[src/rtl/neuron_parallel_pkg.sv]
// Shared fixed-point types for the neuron family.
// Q format, activation kinds, FSM states and saturation limits.
package neuron_parallel_pkg;

  localparam int INTEGER_WIDTH  = 8;
  localparam int FRACTION_WIDTH = 8;
  localparam int Q_WIDTH        = INTEGER_WIDTH + FRACTION_WIDTH;

  typedef logic signed [Q_WIDTH-1:0] q_t;

  typedef enum logic [1:0] {
    RELU,
    LINEAR,
    LEAKY_RELU
  } activation_type;

  typedef enum logic [1:0] {
    IDLE,
    ACCUMULATE,
    ACTIVATE,
    OUTPUT
  } state_e;

  function automatic q_t q_max();
    return {1'b0, {(Q_WIDTH-1){1'b1}}};
  endfunction

  function automatic q_t q_min();
    return {1'b1, {(Q_WIDTH-1){1'b0}}};
  endfunction

  function automatic int max1(input int v);
    return (v < 1) ? 1 : v;
  endfunction

endpackage

[src/rtl/neuron_activation.sv]
// Combinational activation: wide sum to saturated Q value.
// Low fraction bits are floored away before clamping.
module neuron_activation
  import neuron_parallel_pkg::*;
#(
  parameter int             ACC_WIDTH    = 37,
  parameter int             SUM_FRACTION = 2 * FRACTION_WIDTH,
  parameter activation_type ACTIVATION   = RELU,
  parameter int             LEAKY_SHIFT  = 3
) (
  input  logic signed [ACC_WIDTH-1:0] acc,
  output q_t                          result
);

  localparam int DROP = SUM_FRACTION - FRACTION_WIDTH;
  localparam int TW   = ACC_WIDTH - DROP;

  logic signed [TW-1:0] t;
  logic signed [TW-1:0] s;
  logic signed [TW-1:0] hi;
  logic signed [TW-1:0] lo;

  always_comb begin
    hi = TW'(q_max());
    lo = TW'(q_min());
    t  = TW'(acc >>> DROP);
    s  = t;
    if (t < 0) begin
      case (ACTIVATION)
        LINEAR:     s = t;
        LEAKY_RELU: s = t >>> LEAKY_SHIFT;
        default:    s = '0;
      endcase
    end
    if (s > hi) begin
      s = hi;
    end else if (s < lo) begin
      s = lo;
    end
    result = s[Q_WIDTH-1:0];
  end

endmodule

[src/rtl/neuron_parallel.sv]
// Fixed-point neuron with NUM_LANES parallel MACs per beat.
// Run-time weights/bias; valid/ready on both sides.
module neuron_parallel
  import neuron_parallel_pkg::*;
#(
  parameter int             NUM_INPUTS  = 16,
  parameter int             NUM_LANES   = 4,
  parameter activation_type ACTIVATION  = RELU,
  parameter int             LEAKY_SHIFT = 3,
  localparam int            ADDR_WIDTH  = max1($clog2(NUM_INPUTS))
) (
  input  logic                  clock,
  input  logic                  reset,
  input  logic                  inputs_valid,
  output logic                  inputs_ready,
  input  q_t                    inputs [NUM_INPUTS],
  input  logic                  weight_write,
  input  logic [ADDR_WIDTH-1:0] weight_address,
  input  q_t                    weight_data,
  input  logic                  bias_write,
  input  q_t                    bias_data,
  output q_t                    out,
  output logic                  output_valid,
  input  logic                  output_ready
);

  localparam int BEATS      = (NUM_INPUTS + NUM_LANES - 1) / NUM_LANES;
  localparam int BEAT_WIDTH = max1($clog2(BEATS));
  localparam int PAD_WIDTH  = max1($clog2(BEATS * NUM_LANES));
  localparam int PAD_N      = 2 ** PAD_WIDTH;
  localparam int PROD_WIDTH = 2 * Q_WIDTH;
  localparam int ACC_WIDTH  = 2 * INTEGER_WIDTH
                            + $clog2(NUM_INPUTS + 1)
                            + 2 * FRACTION_WIDTH;

  state_e                  state_q, state_d;
  logic [BEAT_WIDTH-1:0]   beat_q, beat_d;
  q_t                      in_buf_q [PAD_N];
  q_t                      in_buf_d [PAD_N];
  q_t                      weight_q [PAD_N];
  q_t                      weight_d [PAD_N];
  q_t                      bias_q, bias_d;
  logic signed [ACC_WIDTH-1:0] acc_q, acc_d;
  logic signed [ACC_WIDTH-1:0] beat_sum;
  q_t                      out_q, out_d;
  q_t                      act_out;
  logic                    in_ready_q, in_ready_d;
  logic                    out_valid_q, out_valid_d;
  logic [PAD_WIDTH-1:0]    idx;
  logic signed [PROD_WIDTH-1:0] prod;

  // Buffers are padded to a power of two; slots past NUM_INPUTS stay zero.
  always_comb begin
    beat_sum = '0;
    idx      = '0;
    prod     = '0;
    for (int l = 0; l < NUM_LANES; l++) begin
      idx  = PAD_WIDTH'(int'(beat_q) * NUM_LANES + l);
      prod = PROD_WIDTH'(in_buf_q[idx]) * PROD_WIDTH'(weight_q[idx]);
      beat_sum = beat_sum + ACC_WIDTH'(prod);
    end
  end

  neuron_activation #(
    .ACC_WIDTH    (ACC_WIDTH),
    .SUM_FRACTION (2 * FRACTION_WIDTH),
    .ACTIVATION   (ACTIVATION),
    .LEAKY_SHIFT  (LEAKY_SHIFT)
  ) u_act (
    .acc    (acc_q),
    .result (act_out)
  );

  always_comb begin
    state_d     = state_q;
    beat_d      = beat_q;
    in_buf_d    = in_buf_q;
    weight_d    = weight_q;
    bias_d      = bias_q;
    acc_d       = acc_q;
    out_d       = out_q;
    in_ready_d  = in_ready_q;
    out_valid_d = out_valid_q;
    unique case (state_q)
      IDLE: begin
        if (weight_write && int'(weight_address) < NUM_INPUTS) begin
          weight_d[PAD_WIDTH'(weight_address)] = weight_data;
        end
        if (bias_write) begin
          bias_d = bias_data;
        end
        if (inputs_valid) begin
          for (int i = 0; i < NUM_INPUTS; i++) begin
            in_buf_d[i] = inputs[i];
          end
          acc_d      = ACC_WIDTH'(bias_d) <<< FRACTION_WIDTH;
          beat_d     = '0;
          in_ready_d = 1'b0;
          state_d    = ACCUMULATE;
        end
      end
      ACCUMULATE: begin
        acc_d  = acc_q + beat_sum;
        beat_d = beat_q + BEAT_WIDTH'(1);
        if (beat_q == BEAT_WIDTH'(BEATS - 1)) begin
          state_d = ACTIVATE;
        end
      end
      ACTIVATE: begin
        out_d       = act_out;
        out_valid_d = 1'b1;
        state_d     = OUTPUT;
      end
      OUTPUT: begin
        if (output_ready) begin
          out_valid_d = 1'b0;
          in_ready_d  = 1'b1;
          state_d     = IDLE;
        end
      end
      default: begin
        state_d = IDLE;
      end
    endcase
  end

  always_ff @(posedge clock) begin
    if (reset) begin
      state_q     <= IDLE;
      beat_q      <= '0;
      bias_q      <= '0;
      acc_q       <= '0;
      out_q       <= '0;
      in_ready_q  <= 1'b1;
      out_valid_q <= 1'b0;
      for (int i = 0; i < PAD_N; i++) begin
        in_buf_q[i] <= '0;
        weight_q[i] <= '0;
      end
    end else begin
      state_q     <= state_d;
      beat_q      <= beat_d;
      bias_q      <= bias_d;
      acc_q       <= acc_d;
      out_q       <= out_d;
      in_ready_q  <= in_ready_d;
      out_valid_q <= out_valid_d;
      in_buf_q    <= in_buf_d;
      weight_q    <= weight_d;
    end
  end

  assign inputs_ready = in_ready_q;
  assign output_valid = out_valid_q;
  assign out          = out_q;

endmodule
[config.mk]
export PLATFORM = sky130hd
export DESIGN_NAME = neuron_parallel
export DESIGN_NICKNAME = d
export VERILOG_FILES = /design/src/rtl/neuron_parallel_pkg.sv /design/src/rtl/neuron_activation.sv /design/src/rtl/neuron_parallel.sv
export SDC_FILE = /design/constraint.sdc
export NUM_CORES = 2
export LEC_CHECK = 0
export CORE_MARGIN = 5
export CORE_UTILIZATION = 30
export DETAILED_ROUTE_END_ITERATION = 10
export SETUP_SLACK_MARGIN = 0.1
export SYNTH_ARGS = -nofsm -noshare
export SYNTH_HDL_FRONTEND = slang
export SYNTH_SLANG_ARGS = --single-unit
[constraint.sdc]
create_clock -name clock -period 18.58 [get_ports clock]
set_input_delay 3.716 -clock clock [delete_from_list [all_inputs] [get_ports clock]]
set_output_delay 3.716 -clock clock [all_outputs]
set_load 0.005 [all_outputs]
==> flow_summary.json <==
{
  "multi_input_area_um2": 48300,
  "syn_avg_cell_area_um2": 9.189,
  "antenna_left": 0,
  "ys.flop_type": "dfxtp_1",
  "antenna_found_initial": 16,
  "area_growth_pct": 11.84,
  "dpl_cell_area_um2": 72570,
  "ff2ff_path_depth": 27,
  "hold_violations": 0,
  "grt_pass1_wl_um": 322800,
  "cts_root_buf": "clkbuf_16",
  "n_fill_cell": 22850,
  "fin_cells": 10340,
  "synth_seq_area_share_pct": 17.58,
  "first_global_vias": 53600,
  "first_iter_violations": 3274,
  "clock-skew-final_ps": 46.90,
  "grt-ovfl-total": 0,
  "io_buffers": 315,
  "grt_max_degree": 202,
  "viasPerCell": 4.762,
  "tns_ps": 0,
  "clk_latency_ps": 690,
  "die_h_um": 482.1,
  "post_cts_resized": 0,
  "cts.sinks": 587,
  "wirelength_um": 209600,
  "clk_path_buf_depth": 3,
  "io_pins": 316,
  "postCtsSetupRepairBufs": 0,
  "regToRegStartpoint": "beat_q[0]$_SDFFE_PP0P_",
  "netlist_area_um2": 66860,
  "synth-edff-count": 0,
  "worst_ep_arrival_time_ps": 11940,
  "drive_gt1_share_pct": 3.823,
  "hold_path_depth": 2,
  "gp_congestion": 0.9288,
  "dp.cells": 10210,
  "num_vias": 49210,
  "die_area_um2": 232400,
  "worstSetupPathType": "flop to flop",
  "drtPass1Iterations": 6,
  "worst_ep_required_time_ps": 19180,
  "die_x_um": 482.1,
  "leakage_nw": 34.66,
  "max_slew_margin_pct": 22.73,
  "route.detailed.drc": 0,
  "cts_buffers": 66,
  "tightest_slew_ps": 1159,
  "cp_max_fo": 95,
  "core-area_um2": 222100,
  "status": "finished, final reports clean",
  "cap_violations": 0,
  "wl_per_cell_um": 20.28,
  "synthArstFlopShare_pct": 0,
  "holdBufCountCts": 0,
  "grt_util_all_layers_pct": 18.03,
  "rsz0062_at_grt": "false",
  "nNetsFinal": 9257,
  "max_freq_mhz": 88.24,
  "cp-end-kind": "flop",
  "initial_core_util_pct": 30.11,
  "synthDistinctLibCells": 64,
  "hold_path_class": "flop to flop",
  "rows": 173,
  "slowest_stage": "dfxtp_4",
  "ys_ff_latch": 587,
  "finalPower_w": 0.005164,
  "min_from": "bias_q[4]$_SDFFE_PP0N_",
  "min_period_ps": 11330,
  "regArea_um2": 11760,
  "ys_warn_count": 0,
  "path_common_cell": "fa_1",
  "setup_violations": 0,
  "start_kind": "flop",
  "htree_levels": 3,
  "power_density_nw_per_um2": 69.06,
  "cpPeakStageDelay_ps": 890,
  "cts.clk_slew.worst_paths_ps": 60,
  "crit_start": "beat_q[0]$_SDFFE_PP0P_",
  "finalMaxSlewViolations": 0,
  "final_area_um2": 74780,
  "peakVddDrop_mv": 0.1057,
  "dp_hpwl_um": 169300,
  "fin_util_pct": 33.67,
  "synth_nets": 9227,
  "netlist_instances": 7276,
  "cts_tree": "built",
  "fin_crit_sh_pct": 60.99
}
## cells by family (layout without fill, tap and decap cells)
kind of cell	Yosys count	count (layout)	synth area share [%]
compound gates	707	707	5.741
flops	587	587	17.58
other cells	0	9	0
mux	162	162	4.772
simple gates	2318	2318	15.24
fa+ha+maj	1653	1653	45.97
buf+inv	1812	1887	10.22
xor+xnor	37	37	0.4847
## stage by stage
step	hold WS, ps	setup slack (ps)
floorplan	431.8	8946
global placement	438.3	7247
detailed placement	442.3	7168
CTS	449.7	7193
global route	466.6	6690
finish	450.6	7248
## report_power, final
part / total (W) / leakage (nW) / internal (W) / switching [W]
Clock: 0.00134 / 1.06 / 0.000759 / 0.000580
Combinational: 0.00225 / 28.8 / 0.000778 / 0.00147
Sequential: 0.00157 / 4.78 / 0.00143 / 0.000147
## sequential cells by signal, summed over array words and instances (netlist names)
register,flops
in_buf_q,256
output_valid,1
weight_q,256
out,16
inputs_ready,1
bias_q,16
state_q,2
beat_q,2
acc_q,37
## cell usage in the layout, fill, tap and decap left out, drive strengths merged, types with 18 or more instances in the layout
master         instances
a211oi                21
and2                 488
mux2i                 33
clkdlybuf4s50        314
nand2b                33
o21ai                 28
inv                 1439
nand2               1568
a21oi                575
xnor2                 31
buf                   28
clkbuf                88
dfxtp                587
mux4                 125
nor3                  18
nor2                 149
fa                  1339
ha                   314
## synthesized netlist by cell type (all sizes together), types with 33 or more instances
library cell  count  area share, %
mux4            125            4.2
clkbuf          342            1.9
nor2            149           0.84
and2            488            4.6
a21oi           575            4.3
dfxtp           587             18
buf              38           0.26
mux2i            33           0.49
inv            1432            8.0
nand2          1568            8.8
fa             1339             40
ha              314            5.9
nand2b           33           0.31
## worst max-delay path, delay by kind of cell (launching register included)
kind / cells / cell delay (ps)
fa+ha+maj: 11 / 5920
simple gates: 5 / 1770
buf+inv: 6 / 960
flops: 1 / 890
mux: 1 / 850
compound gates: 4 / 650
## cell type report
class                           instances  share of cell area (%)
Antenna cell                            9                 0.03012
Clock buffer                           88                   2.386
Clock inverter                         25                  0.5388
Inverter                             1432                   7.188
Multi-Input combinational cell       4877                   64.59
Sequential cell                       587                   15.72
Tap cell                             2975                   4.978
Timing Repair Buffer                  342                   4.561
## path summary, 6_finish.rpt
check,slack (ps),end
worst max-delay path,7250,acc_q[25]$_SDFFE_PP0P_
worst max register to register,7250,acc_q[25]$_SDFFE_PP0P_
worst min register to register,450,bias_q[4]$_SDFFE_PP0N_
worst min-delay path,450,bias_q[4]$_SDFFE_PP0N_
## metal layers
layer	track usage [%]	vias to the layer above	wire length, um
li1	-	21830	-
met1	22.76	25380	85030
met2	30.30	1605	100400
met3	2.901	393	12670
met4	8.468	10	11410
met5	0	-	64
(Power assumes the default switching activity.)
